`config.mk`:
```
export PLATFORM = sky130hd
export DESIGN_NAME = map_probe
export DESIGN_NICKNAME = d
export VERILOG_FILES = /design/src/rtl/map_pkg.sv /design/src/rtl/map_probe_tile_span.sv /design/src/rtl/map_probe.sv
export SDC_FILE = /design/constraint.sdc
export NUM_CORES = 1
export LEC_CHECK = 0
export ABC_AREA = 1
export CAP_MARGIN = 20
export CORE_MARGIN = 3
export CORE_UTILIZATION = 62
export CTS_BUF_LIST = sky130_fd_sc_hd__clkbuf_2 sky130_fd_sc_hd__clkbuf_4 sky130_fd_sc_hd__clkbuf_8
export DETAILED_ROUTE_END_ITERATION = 12
export PLACE_DENSITY_LB_ADDON = 0.05
export SYNTH_ARGS = -nofsm -noshare
export SYNTH_HDL_FRONTEND = slang
export SYNTH_SLANG_ARGS = --single-unit
```
`constraint.sdc`:
```
create_clock -name Clk -period 4.6 [get_ports Clk]
set_input_delay 0.92 -clock Clk [delete_from_list [all_inputs] [get_ports Clk]]
set_output_delay 0.92 -clock Clk [all_outputs]
set_load 0.005 [all_outputs]
```
`src/rtl/map_pkg.sv`:
```
`default_nettype none
// +----------------------------------------------------------------------------+
// | map_pkg                                                                    |
// | Shared map geometry, tile codes, probe FSM states and tile index helper.   |
// | Revision: 1.0                                                              |
// +----------------------------------------------------------------------------+
package map_pkg;

    localparam int TILE_PX = 32;
    localparam int MAP_W   = 20;
    localparam int MAP_H   = 15;
    localparam int IDX_W   = 9;

    typedef enum logic [2:0] {
        TILE_EMPTY  = 3'd0,
        TILE_WALL   = 3'd1,
        TILE_BRICK  = 3'd2,
        TILE_BASE_P = 3'd3,
        TILE_BASE_E = 3'd4
    } tile_e;

    typedef enum logic [1:0] {
        ST_IDLE = 2'd0,
        ST_SCAN = 2'd1,
        ST_DONE = 2'd2
    } probe_state_e;

    // Row-major map store addressing.
    function automatic logic [IDX_W-1:0] tile_index(input int row, input int col, input int map_w);
        return IDX_W'(row * map_w + col);
    endfunction

endpackage
`default_nettype wire

```
`src/rtl/map_probe_tile_span.sv`:
```
`default_nettype none
// +----------------------------------------------------------------------------+
// | tile_span                                                                  |
// | Converts a pixel box into an inclusive tile range plus a map-bounds flag.  |
// | Revision: 1.0                                                              |
// +----------------------------------------------------------------------------+
module tile_span #(
    parameter int TILE_PX = 32,
    parameter int MAP_W   = 20,
    parameter int MAP_H   = 15,
    parameter int CW      = 5
) (
    input  logic [9:0]    x,
    input  logic [9:0]    y,
    input  logic [5:0]    w,
    input  logic [5:0]    h,
    output logic [CW-1:0] col0,
    output logic [CW-1:0] col1,
    output logic [CW-1:0] row0,
    output logic [CW-1:0] row1,
    output logic          out_of_bounds
);

    localparam logic [10:0] C_X_LIMIT = 11'(MAP_W * TILE_PX);
    localparam logic [10:0] C_Y_LIMIT = 11'(MAP_H * TILE_PX);

    logic [10:0] w_x_end;
    logic [10:0] w_y_end;

    // Last covered pixel; 11 bits so a box hanging off a 1023 origin cannot wrap.
    assign w_x_end = {1'b0, x} + {5'd0, w} - 11'd1;
    assign w_y_end = {1'b0, y} + {5'd0, h} - 11'd1;

    assign col0 = CW'(x / TILE_PX);
    assign row0 = CW'(y / TILE_PX);
    assign col1 = CW'(w_x_end / TILE_PX);
    assign row1 = CW'(w_y_end / TILE_PX);

    assign out_of_bounds = (w_x_end >= C_X_LIMIT) || (w_y_end >= C_Y_LIMIT);

endmodule
`default_nettype wire

```
`src/rtl/map_probe.sv`:
```
`default_nettype none
// +----------------------------------------------------------------------------+
// | map_probe                                                                  |
// | Box-vs-tilemap collision query: scans covered tiles one per cycle.         |
// | Revision: 1.0                                                              |
// +----------------------------------------------------------------------------+
module map_probe #(
    parameter int TILE_PX = map_pkg::TILE_PX,
    parameter int MAP_W   = map_pkg::MAP_W,
    parameter int MAP_H   = map_pkg::MAP_H
) (
    input  logic       Clk,
    input  logic       Reset,
    input  logic       req_valid,
    output logic       req_ready,
    input  logic [9:0] req_x,
    input  logic [9:0] req_y,
    input  logic [5:0] req_w,
    input  logic [5:0] req_h,
    output logic [8:0] map_idx,
    input  logic [2:0] map_tile,
    output logic       resp_valid,
    input  logic       resp_ready,
    output logic       resp_blocked,
    output logic [8:0] resp_idx,
    output logic [2:0] resp_code
);
    import map_pkg::*;

    localparam int CW = $clog2((MAP_W > MAP_H) ? MAP_W : MAP_H);

    logic [CW-1:0] w_col0;
    logic [CW-1:0] w_col1;
    logic [CW-1:0] w_row0;
    logic [CW-1:0] w_row1;
    logic          w_oob;
    logic          w_last_tile;

    probe_state_e  r_state;
    logic [CW-1:0] r_col;
    logic [CW-1:0] r_row;
    logic [CW-1:0] r_col0;
    logic [CW-1:0] r_col1;
    logic [CW-1:0] r_row1;
    logic          r_req_ready;
    logic          r_resp_valid;
    logic          r_resp_blocked;
    logic [8:0]    r_resp_idx;
    logic [2:0]    r_resp_code;
    logic [8:0]    r_map_idx;

    tile_span #(
        .TILE_PX (TILE_PX),
        .MAP_W   (MAP_W),
        .MAP_H   (MAP_H),
        .CW      (CW)
    ) u_span (
        .x             (req_x),
        .y             (req_y),
        .w             (req_w),
        .h             (req_h),
        .col0          (w_col0),
        .col1          (w_col1),
        .row0          (w_row0),
        .row1          (w_row1),
        .out_of_bounds (w_oob)
    );

    assign w_last_tile = (r_col == r_col1) && (r_row == r_row1);

    always_ff @(posedge Clk) begin
        if (Reset) begin
            r_state        <= ST_IDLE;
            r_col          <= '0;
            r_row          <= '0;
            r_col0         <= '0;
            r_col1         <= '0;
            r_row1         <= '0;
            r_req_ready    <= 1'b1;
            r_resp_valid   <= 1'b0;
            r_resp_blocked <= 1'b0;
            r_resp_idx     <= '0;
            r_resp_code    <= '0;
            r_map_idx      <= '0;
        end else begin
            case (r_state)
                ST_IDLE: begin
                    if (req_valid) begin
                        r_req_ready <= 1'b0;
                        if (w_oob) begin
                            // Leaving the map counts as hitting a wall; no scan needed.
                            r_state        <= ST_DONE;
                            r_resp_valid   <= 1'b1;
                            r_resp_blocked <= 1'b1;
                            r_resp_idx     <= '0;
                            r_resp_code    <= TILE_WALL;
                        end else begin
                            r_state   <= ST_SCAN;
                            r_col     <= w_col0;
                            r_row     <= w_row0;
                            r_col0    <= w_col0;
                            r_col1    <= w_col1;
                            r_row1    <= w_row1;
                            r_map_idx <= tile_index(int'(w_row0), int'(w_col0), MAP_W);
                        end
                    end
                end
                ST_SCAN: begin
                    if (map_tile != TILE_EMPTY) begin
                        r_state        <= ST_DONE;
                        r_resp_valid   <= 1'b1;
                        r_resp_blocked <= 1'b1;
                        r_resp_idx     <= r_map_idx;
                        r_resp_code    <= map_tile;
                        r_map_idx      <= '0;
                    end else if (w_last_tile) begin
                        r_state        <= ST_DONE;
                        r_resp_valid   <= 1'b1;
                        r_resp_blocked <= 1'b0;
                        r_resp_idx     <= '0;
                        r_resp_code    <= '0;
                        r_map_idx      <= '0;
                    end else if (r_col == r_col1) begin
                        r_col     <= r_col0;
                        r_row     <= r_row + 1'b1;
                        r_map_idx <= tile_index(int'(r_row) + 1, int'(r_col0), MAP_W);
                    end else begin
                        r_col     <= r_col + 1'b1;
                        r_map_idx <= r_map_idx + 9'd1;
                    end
                end
                ST_DONE: begin
                    if (resp_ready) begin
                        r_state        <= ST_IDLE;
                        r_req_ready    <= 1'b1;
                        r_resp_valid   <= 1'b0;
                        r_resp_blocked <= 1'b0;
                        r_resp_idx     <= '0;
                        r_resp_code    <= '0;
                    end
                end
                default: begin
                    r_state        <= ST_IDLE;
                    r_req_ready    <= 1'b1;
                    r_resp_valid   <= 1'b0;
                    r_resp_blocked <= 1'b0;
                    r_resp_idx     <= '0;
                    r_resp_code    <= '0;
                    r_map_idx      <= '0;
                end
            endcase
        end
    end

    assign req_ready    = r_req_ready;
    assign resp_valid   = r_resp_valid;
    assign resp_blocked = r_resp_blocked;
    assign resp_idx     = r_resp_idx;
    assign resp_code    = r_resp_code;
    assign map_idx      = r_map_idx;

endmodule
`default_nettype wire

```
==> out/metrics.yaml <==
globalRouteTotalUtil_pct: 26.9
area_growth_pct: 17.3
p_leak_nw: 2.55
drtAntennaViolNets: 0
post-synth-top-count-cell: "nand2_1"
min_path_type: "reg -> reg"
post_cts_buffers: 0
p_sw_mw: 0.542
layout-drive-gt1-share_pct: 4.53
path_cells: "clkdlybuf4s50_1, inv_1, ha_1, inv_1, ha_1, inv_1, fa_1, inv_1, nand2_1, nand2_1, nand2_1, nand3_1, nand3_1, nor2_4, nand4_4, inv_2, nor2_1, nor2_1, nor2_1"
final_nets: 846
placed_area_um2: 5160
stdcell_area_um2: 5250
top_level_ports: 63
syn_inst: 693
ctsResizeCount: 0
dp_hpwl_um: 8890
r2r_slack_ns: 1.66
power_frac_clock_pct: 19.3
place_congestion: 0.904
cpMaxStageDelayCell: "clkdlybuf4s50_1"
synth_async_sr_flop_share_pct: 0
grt_pass1_vias: 4198
routed_via_density: 5.34
synth.largest_area_cell: "dfxtp_1"
combinationalPowerShare_pct: 42.6
cpMostUsedCell: "inv_1"
htree_levels: 2
synth_cell_types: 32
outcome: "completed"
syn_area_um2: 4470
worstPathMaxFanout: 35
min_period_over_period_pct: 83.9
routed_wl_um: 11000
synth.avg_cell_area_um2: 6.45
worst-setup-path-type: "in -> reg"
tightestPinTransition_ns: 0.746
clk_pin_slew_ns: 0.10
fin_setup_tns_ns: 0
grt.overflow.total: 0
cts_buffer_depth: 2
synth_nets: 790
numCtsBuffers: 5
cp.arrival_ns: 4.08
synth-edff-count: 0
cts.sink_count: 51
drtPass1Iterations: 5
antenna_cells: 0
clkLatencyLatePin_ns: 0.31
max_freq_mhz: 259
rsz0062_at_grt: "no"
power_density_nw_per_um2: 259
worstPathRequired_ns: 4.82
finalHoldViolCount: 0
worst_ir_drop_vdd_mv: 0.143
io_buffers: 62
grt_max_degree: 37
grt_pass1_wl_um: 18600
maxSlewViolCount: 0
power.share.sequential_pct: 38.1
critPathMaxStageDelay_ns: 0.46
max_slew_margin_pct: 50.1
max_cap_violations: 0
clock_skew_ns: 0.00759
swShare_pct: 40.0
synth.area.top_cells: "dfxtp_1 (23%), nand2_1 (16%), ha_1 (15%), inv_1 (9.9%), a21oi_1 (6.4%)"
synth_top_area_share_pct: 22.8
die_h_um: 90.9
die-area_um2: 8270
ys.warnings.count: 0
crit_path_end_kind: "flip-flop"
netlist_top_cells_count: "nand2_1 (194), inv_1 (118), a21oi_1 (57), ha_1 (52), dfxtp_1 (51)"
period_needed_ns: 3.86
intPower_mw: 0.814
drt_iter0_markers: 399
detail_route.wl_per_cell_um: 13.0
die_x_um: 90.9
drc: 0
grt_antenna_before_repair: 0
cts_hold_buf: 0
coreArea_um2: 6910
num_rows: 30
synth_seq_area_share_pct: 22.8
setup_viol: 0
root_buffer: "clkbuf_8"
crit_path_start_kind: "primary input"
cts_tree: "done"
vias: 4516
synth_seq_cells: 51
synth_ff_type: "dfxtp_1"
start_util_pct: 64.7
-- cells by family after synthesis --
group	Yosys count	share of synthesized area, %
and+or+nand+nor	315	30.3
buffers and inverters	137	11.8
AOI/OAI and AO/OA	104	12.3
adders and majority gates	58	17.2
DFF	51	22.8
xor gates and xnor gates	28	5.48
-- final timing paths --
path,endpoint,startpoint,cells after the start
worst min-delay path,resp_idx[5]$_SDFFE_PP0P_,resp_idx[5]$_SDFFE_PP0P_,2
worst min register to register,resp_idx[5]$_SDFFE_PP0P_,resp_idx[5]$_SDFFE_PP0P_,2
worst max register to register,map_idx[8]$_SDFFE_PP0P_,r_row[0]$_SDFFE_PP0P_,15
worst max-delay path,r_col[1]$_SDFFE_PP0P_,req_y[1],19
-- registers in the layout, summed over array words and instances (netlist names) --
register / count
r_col1: 5
resp_idx: 9
r_state: 2
req_ready: 1
map_idx: 9
r_col0: 5
resp_blocked: 1
resp_valid: 1
r_row: 5
r_col: 5
r_row1: 5
resp_code: 3
-- area by class of cell --
type / instances / area, µm²
Clock buffer: 5 / 68.8
Clock inverter: 3 / 20.0
Fill cell: 591 / 1660
Inverter: 122 / 458
Multi-Input combinational cell: 505 / 2920
Sequential cell: 51 / 1020
Tap cell: 96 / 120
Timing Repair Buffer: 64 / 636
-- power by group through the flow --
stage | Sequential, mW | Clock (mW) | Combinational (mW)
final | 0.517 | 0.262 | 0.578
after global routing | 0.521 | 0.283 | 0.652
after CTS | 0.515 | 0.261 | 0.574
after detailed placement | 0.526 | 0 | 0.570
after global placement | 0.525 | 0 | 0.558
after floorplan | 0.516 | 0 | 0.401
-- layout by cell type, fill, tap and decap left out, drive strengths merged --
cell           netlist  final
a21oi               60     60
clkinv               0      1
inv                122    122
a31oi                1      1
dfxtp               51     51
nor3                 3      3
nor2                47     47
nand3b               4      4
ha                  52     52
clkinvlp             0      2
nand4                8      8
nand3               50     50
xor2                17     17
a31o                 1      1
o21ai               35     35
a21o                 1      1
clkdlybuf4s50        0     62
xnor2               11     11
o22ai                3      3
buf                  7      2
o32ai                1      1
o21bai               2      2
fa                   6      6
or2                  4      4
nand2              199    199
clkbuf               8      5
-- worst max-delay path: cells and delay by family --
kind,cells,cell delay (ns)
fa+ha+maj,3,0.82
simple gates,10,1.28
buf+inv,6,1.03
-- routing by layer --
metal / global-route usage (%) / up-vias / part of all wire [%]
met4: 8.92 / 0 / 2.0
li1: - / 2302 / -
met3: 4.50 / 19 / 6.0
met2: 45.3 / 154 / 49
met5: 0 / - / 0
met1: 34.6 / 2041 / 43
-- through the flow --
stage	util (%)	worst slack (ns)	power (mW)	hold slack, ns	instances
finish	75.9	0.740	1.36	0.467	846
global route	75.9	0.447	1.46	0.483	846
CTS	75.9	0.753	1.35	0.468	846
detailed placement	74.7	0.440	1.10	0.453	838
global placement	74.7	0.595	1.08	0.448	838
floorplan	-	1.57	0.918	0.430	693
Note: power is estimated with default switching activity, not from simulation.
